$ cat src/rtl/ex_div_pkg.sv
// Shared constants and state type for the RV32M execute-stage divider.
package ex_div_pkg;

   localparam logic [31:0] ZERO_WORD = 32'h0000_0000;
   localparam logic [4:0]  ZERO_REG  = 5'd0;

   localparam logic [2:0] INST_DIV  = 3'b100;
   localparam logic [2:0] INST_DIVU = 3'b101;
   localparam logic [2:0] INST_REM  = 3'b110;
   localparam logic [2:0] INST_REMU = 3'b111;

   localparam logic [31:0] INT_MIN   = 32'h8000_0000;
   localparam logic [31:0] ALL_ONES  = 32'hFFFF_FFFF;
   localparam logic [4:0]  LAST_ITER = 5'd31;

   typedef enum logic [1:0] {
      DIV_IDLE  = 2'd0,
      DIV_START = 2'd1,
      DIV_CALC  = 2'd2,
      DIV_END   = 2'd3
   } div_state_e;

endpackage

$ cat src/rtl/ex_div.sv
// Multi-cycle radix-2 restoring divider for DIV/DIVU/REM/REMU.
//
// state     | meaning
// ----------|-----------------------------------------------------------
// DIV_IDLE  | waiting for a divide op; operands latched on accept
// DIV_START | special cases resolved, otherwise operands made positive
// DIV_CALC  | 32 shift/trial-subtract iterations
// DIV_END   | signed result and strobe presented for one cycle
module ex_div
   import ex_div_pkg::*;
(
   input  logic        clk,
   input  logic        rst,
   input  logic        start_i,
   input  logic [2:0]  op_i,
   input  logic [31:0] dividend_i,
   input  logic [31:0] divisor_i,
   input  logic [4:0]  reg_waddr_i,
   input  logic        jump_ctrl_i,
   output logic [31:0] result_o,
   output logic        ready_o,
   output logic        busy_o,
   output logic [4:0]  reg_waddr_o
);

   div_state_e  state_q, state_d;
   logic [1:0]  op_q, op_d;
   logic [31:0] dvd_q, dvd_d;
   logic [31:0] dsr_q, dsr_d;
   logic [31:0] rem_q, rem_d;
   logic [31:0] result_q, result_d;
   logic [4:0]  cnt_q, cnt_d;
   logic [4:0]  waddr_q, waddr_d;
   logic        neg_quot_q, neg_quot_d;
   logic        neg_rem_q, neg_rem_d;
   logic        ready_q, ready_d;

   logic        is_signed;
   logic [32:0] trial;

   // op[0] clear means DIV/REM; op[1] set selects the remainder
   assign is_signed = ~op_q[0];
   // dvd_q doubles as the quotient shift register during CALC
   assign trial     = {rem_q, dvd_q[31]} - {1'b0, dsr_q};

   // Next-state and datapath; the signed result is formed on the edge into
   // DIV_END so result_o/ready_o come straight from flops.
   always_comb begin
      state_d    = state_q;
      op_d       = op_q;
      dvd_d      = dvd_q;
      dsr_d      = dsr_q;
      rem_d      = rem_q;
      result_d   = result_q;
      cnt_d      = cnt_q;
      waddr_d    = waddr_q;
      neg_quot_d = neg_quot_q;
      neg_rem_d  = neg_rem_q;
      ready_d    = 1'b0;
      case (state_q)
         DIV_IDLE: begin
            if (start_i && op_i[2]) begin
               op_d    = op_i[1:0];
               dvd_d   = dividend_i;
               dsr_d   = divisor_i;
               waddr_d = reg_waddr_i;
               state_d = DIV_START;
            end
         end
         DIV_START: begin
            if (jump_ctrl_i) begin
               state_d = DIV_IDLE;
            end else if (dsr_q == ZERO_WORD) begin
               result_d = op_q[1] ? dvd_q : ALL_ONES;
               ready_d  = 1'b1;
               state_d  = DIV_END;
            end else if (is_signed && dvd_q == INT_MIN && dsr_q == ALL_ONES) begin
               result_d = op_q[1] ? ZERO_WORD : INT_MIN;
               ready_d  = 1'b1;
               state_d  = DIV_END;
            end else begin
               neg_quot_d = is_signed & (dvd_q[31] ^ dsr_q[31]);
               neg_rem_d  = is_signed & dvd_q[31];
               dvd_d      = (is_signed && dvd_q[31]) ? -dvd_q : dvd_q;
               dsr_d      = (is_signed && dsr_q[31]) ? -dsr_q : dsr_q;
               rem_d      = ZERO_WORD;
               cnt_d      = LAST_ITER;
               state_d    = DIV_CALC;
            end
         end
         DIV_CALC: begin
            if (jump_ctrl_i) begin
               state_d = DIV_IDLE;
            end else begin
               dvd_d = {dvd_q[30:0], ~trial[32]};
               rem_d = trial[32] ? {rem_q[30:0], dvd_q[31]} : trial[31:0];
               if (cnt_q == 5'd0) begin
                  if (op_q[1]) begin
                     result_d = neg_rem_q ? -rem_d : rem_d;
                  end else begin
                     result_d = neg_quot_q ? -dvd_d : dvd_d;
                  end
                  ready_d = 1'b1;
                  state_d = DIV_END;
               end else begin
                  cnt_d = cnt_q - 5'd1;
               end
            end
         end
         DIV_END: begin
            state_d = DIV_IDLE;
         end
         default: begin
            state_d = DIV_IDLE;
         end
      endcase
   end

   // State and datapath registers, cleared by the async active-low reset.
   always_ff @(posedge clk or negedge rst) begin
      if (!rst) begin
         state_q    <= DIV_IDLE;
         op_q       <= 2'b00;
         dvd_q      <= ZERO_WORD;
         dsr_q      <= ZERO_WORD;
         rem_q      <= ZERO_WORD;
         result_q   <= ZERO_WORD;
         cnt_q      <= 5'd0;
         waddr_q    <= ZERO_REG;
         neg_quot_q <= 1'b0;
         neg_rem_q  <= 1'b0;
         ready_q    <= 1'b0;
      end else begin
         state_q    <= state_d;
         op_q       <= op_d;
         dvd_q      <= dvd_d;
         dsr_q      <= dsr_d;
         rem_q      <= rem_d;
         result_q   <= result_d;
         cnt_q      <= cnt_d;
         waddr_q    <= waddr_d;
         neg_quot_q <= neg_quot_d;
         neg_rem_q  <= neg_rem_d;
         ready_q    <= ready_d;
      end
   end

   // Hold must already be asserted in the issue cycle, and drops in END so
   // the pipeline advances while the result is written back.
   assign busy_o = (state_q == DIV_IDLE && start_i && op_i[2]) ||
                   (state_q == DIV_START) || (state_q == DIV_CALC);

   assign result_o    = result_q;
   assign ready_o     = ready_q;
   assign reg_waddr_o = waddr_q;

endmodule
$ cat config.mk
export PLATFORM = sky130hd
export DESIGN_NAME = ex_div
export DESIGN_NICKNAME = d
export VERILOG_FILES = /design/src/rtl/ex_div_pkg.sv /design/src/rtl/ex_div.sv
export SDC_FILE = /design/constraint.sdc
export NUM_CORES = 1
export LEC_CHECK = 0
export CAP_MARGIN = 25
export CORE_MARGIN = 4
export CORE_UTILIZATION = 54
export CTS_CLUSTER_SIZE = 25
export DETAILED_ROUTE_END_ITERATION = 16
export GPL_TIMING_DRIVEN = 0
export PLACE_DENSITY = 0.79
export SLEW_MARGIN = 20
export SYNTH_ARGS = -nofsm -noshare
export SYNTH_HDL_FRONTEND = slang
export SYNTH_SLANG_ARGS = --single-unit
$ cat constraint.sdc
create_clock -name clk -period 5.4 [get_ports clk]
set_input_delay 0.54 -clock clk [delete_from_list [all_inputs] [get_ports clk]]
set_output_delay 0.54 -clock clk [all_outputs]
set_load 0.01 [all_outputs]
==> flow_summary.json <==
{
  "cts.clk_slew.worst_paths_ns": 0.08,
  "crit_fanout": 10,
  "post_route_cells_drive_above_1_share_pct": 7.91,
  "power.internal_mw": 4.09,
  "post-route-drc-count": 0,
  "die_h_um": 162,
  "layout_setup_ws_ns": 0.200,
  "p_clk_share_pct": 14.2,
  "clockBufferDepth": 2,
  "wire_per_inst_um": 23.2,
  "violations": "hold timing",
  "cts_tree": "yes",
  "die_x_um": 162,
  "ir_worst_vdd_uv": 279,
  "fin_nets": 1953,
  "start_kind": "register",
  "fin_crit_sh_pct": 96.3,
  "postCtsHoldBufs": 0,
  "ys_warn_count": 0,
  "synth_fp_nets": 1818,
  "hold_viol_final": 8,
  "synth_simple_gate_area_share_pct": 22.3,
  "synth_xor_area_share_pct": 6.48,
  "htree_levels": 4,
  "syn_area_mm2": 0.0128,
  "path_class": "reg2reg",
  "whs_ns": -0.00965,
  "regToRegSetupSlack_ns": 0.20,
  "rows": 56,
  "slew_headroom_pct": 31.0,
  "synthMuxAreaShare_pct": 3.14,
  "antenna_found_initial": 0,
  "ys_seq_area_share_pct": 28.2,
  "antennaDiodeCount": 0,
  "final_max_slew_viol_count": 0,
  "globalplace.congestion": 1.05,
  "worst_pin_slew_ns": 1.03,
  "initial_core_util_pct": 54.9,
  "core_mm2": 0.0234,
  "ys.flop_type": "dfrtp_1",
  "final_cell_mix": "nand2_1, o21ai_0, dfrtp_1, clkdlybuf4s50_1, nor2_1",
  "dr.pass1.iters": 6,
  "final_common_cell": "nand2_1",
  "fmax_mhz": 192,
  "rr_startpoint": "dsr_q[21]",
  "synth_compound_area_share_pct": 29.6,
  "postRouteWirelength_um": 50100,
  "io_buffer_count": 114,
  "vias_per_cell": 6.53,
  "grt_pass1_vias": 13728,
  "synthArstFlopShare_pct": 100,
  "synth_cell_type_count": 95,
  "p_seq_share_pct": 21.5,
  "dr_total_vias": 14144,
  "grt_overflow": 0,
  "placed_cells_incl_taps": 2132,
  "period_needed_ns": 5.20,
  "ys_ff_latch": 145,
  "cts_sinks": 145,
  "grt_first_pass_wirelength_um": 77400,
  "worstSetupEndpointType": "register",
  "cp_data_required_time_ns": 5.73,
  "synth_top_family_by_area": "compound AO/OA/AOI/OAI gates",
  "p_comb_share_pct": 64.3,
  "cts_buffers": 17,
  "drt_iter0_markers": 1761,
  "dpl_cell_area_mm2": 0.0144,
  "reg2reg_depth": 21,
  "final_antenna_net_count": 0,
  "finalSetupTns_ns": 0,
  "ios": 115,
  "postSynthCellCount": 1698,
  "cp_data_arrival_time_ns": 5.53,
  "rsz0062_at_grt": "no",
  "area_growth_pct": 18.4,
  "grt_max_degree": 95,
  "synth.avg_cell_area_um2": 7.57,
  "gr-usage-all-layers_pct": 37.5,
  "finalSetupViolations": 0,
  "synth_fa_ha_area_share_pct": 4.34,
  "cellLeakagePower_nw": 6.03,
  "power_density_mw_per_mm2": 577,
  "final_cells": 2165,
  "final_design_area_no_fill_mm2": 0.0152,
  "dieArea_mm2": 0.0263,
  "switching_share_pct": 53.4,
  "status": "finished, violations left",
  "clk_latency_ns": 0.45,
  "finClkSkew_ns": 0.0159,
  "place_ws_ns": -1.67,
  "rr_endpoint": "result_o[26]",
  "drv_cap": 0,
  "ctsRootBufferMaster": "clkbuf_16",
  "min_path_type": "in2async",
  "p_sw_mw": 4.69,
  "synth_edf_count": 0,
  "hpwl_um": 39100
}
flip-flops by register name, summed over array words and instances, names as in the netlist:
register,flops
cnt_q,5
dsr_q,32
dvd_q,32
neg_quot_q,1
neg_rem_q,1
op_q,2
ready_o,1
reg_waddr_o,5
rem_q,32
result_o,32
state_q,2
critical path, cell delays in order (launching register included):
cell and delay [ns]:
dfrtp_1 0.48, inv_1 0.13, ha_1 0.29, buf_2 0.19
nand4_1 0.19, or4_1 0.61, nor3_4 0.26, o21a_4 0.21
clkbuf_2 0.20, clkbuf_4 0.26, nor3_1 0.11, a21oi_4 0.17
ha_2 0.24, nand2_1 0.08, or3_4 0.36, nor4_4 0.18
nand2_1 0.11, o31a_1 0.37, buf_4 0.19, nor3_2 0.16
mux2i_1 0.22, nor3_1 0.07
cell type report:
class	count	area, µm²
Inverter	58	218
Sequential cell	145	3640
Timing Repair Buffer	124	1240
Tap cell	319	399
Fill cell	2162	8190
Clock buffer	17	425
Clock inverter	15	168
Multi-Input combinational cell	1363	8600
Buffer	124	527
repair_timing:
item                       in CTS  in global routing
setup buffers                   5                  4
pin swaps                       3                  7
resized for setup              22                 27
setup endpoints to repair      15                 12
per-layer routing:
layer / share of wire, % / GRT usage, % / vias to the layer above
met5: 0 / 0 / -
met3: 7.9 / 6.06 / 171
met1: 39 / 47.5 / 6668
met4: 6.4 / 21.4 / 0
li1: - / - / 6474
met2: 46 / 61.0 / 831
power groups by stage:
stage          logic, mW  registers, mW  clock network (mW)
2_1_floorplan       3.62           1.78                   0
3_3_place_gp        5.31           1.83                   0
3_5_place_dp        5.43           1.84                   0
4_1_cts             5.49           1.85                1.24
5_1_grt             6.14           1.93                1.29
6_report            5.65           1.89                1.24
cells in the mapped netlist (9+ instances only):
cell	number	share of area (%)
a211oi_1	21	1.2
mux2i_1	29	2.3
mux2_2	9	0.79
a21o_1	19	1.1
buf_1	12	0.35
o21ai_0	208	8.1
inv_1	57	1.7
nor2_1	110	3.2
dfrtp_1	145	28
a22oi_1	28	1.6
or2_2	10	0.49
nor4_1	18	0.88
and3_1	9	0.44
a22o_1	9	0.61
o211ai_1	14	0.82
a31oi_1	10	0.49
or3_1	36	1.8
nand3_1	49	1.9
ha_1	43	4.2
buf_2	17	0.66
nand4_1	27	1.3
clkbuf_1	100	2.9
xor2_1	39	2.7
a21oi_1	108	4.2
or4_1	9	0.53
o22ai_1	27	1.3
nor2b_1	9	0.44
xnor2_1	56	3.8
and2_1	11	0.54
nand2_1	220	6.4
o21ai_1	18	0.70
o21a_1	16	0.94
o31ai_1	22	1.3
nor3_1	45	1.8
cells by family after synthesis:
logic type / Yosys count
AND/OR/NAND/NOR: 593
AO/OA/AOI/OAI: 592
buffers and inverters: 190
flip-flops: 145
XOR/XNOR: 95
adder cells (fa/ha/maj): 44
multiplexers: 39
stage by stage:
step	hold WS [ns]	util [%]	total power, mW
2_1_floorplan	0.244	-	5.40
3_3_place_gp	0.463	61.5	7.14
3_5_place_dp	0.475	61.6	7.27
4_1_cts	0.0187	64.6	8.57
5_1_grt	0.0185	65.0	9.36
6_report	-0.00965	65.0	8.78
worst max-delay path by stage:
stage / start / endpoint / slack, ns
final: dsr_q[21] / result_o[26] / 0.20
after global routing: dvd_q[31] / result_o[24] / 0.02
after detailed placement: dvd_q[31] / result_o[20] / -1.67
after global placement: rst / rem_q[4] / -2.23
after CTS: dvd_q[31] / result_o[28] / 0.002
after floorplan: dvd_q[31] / result_o[22] / 0.15
No activity file was read; power rests on OpenSTA's default activity.
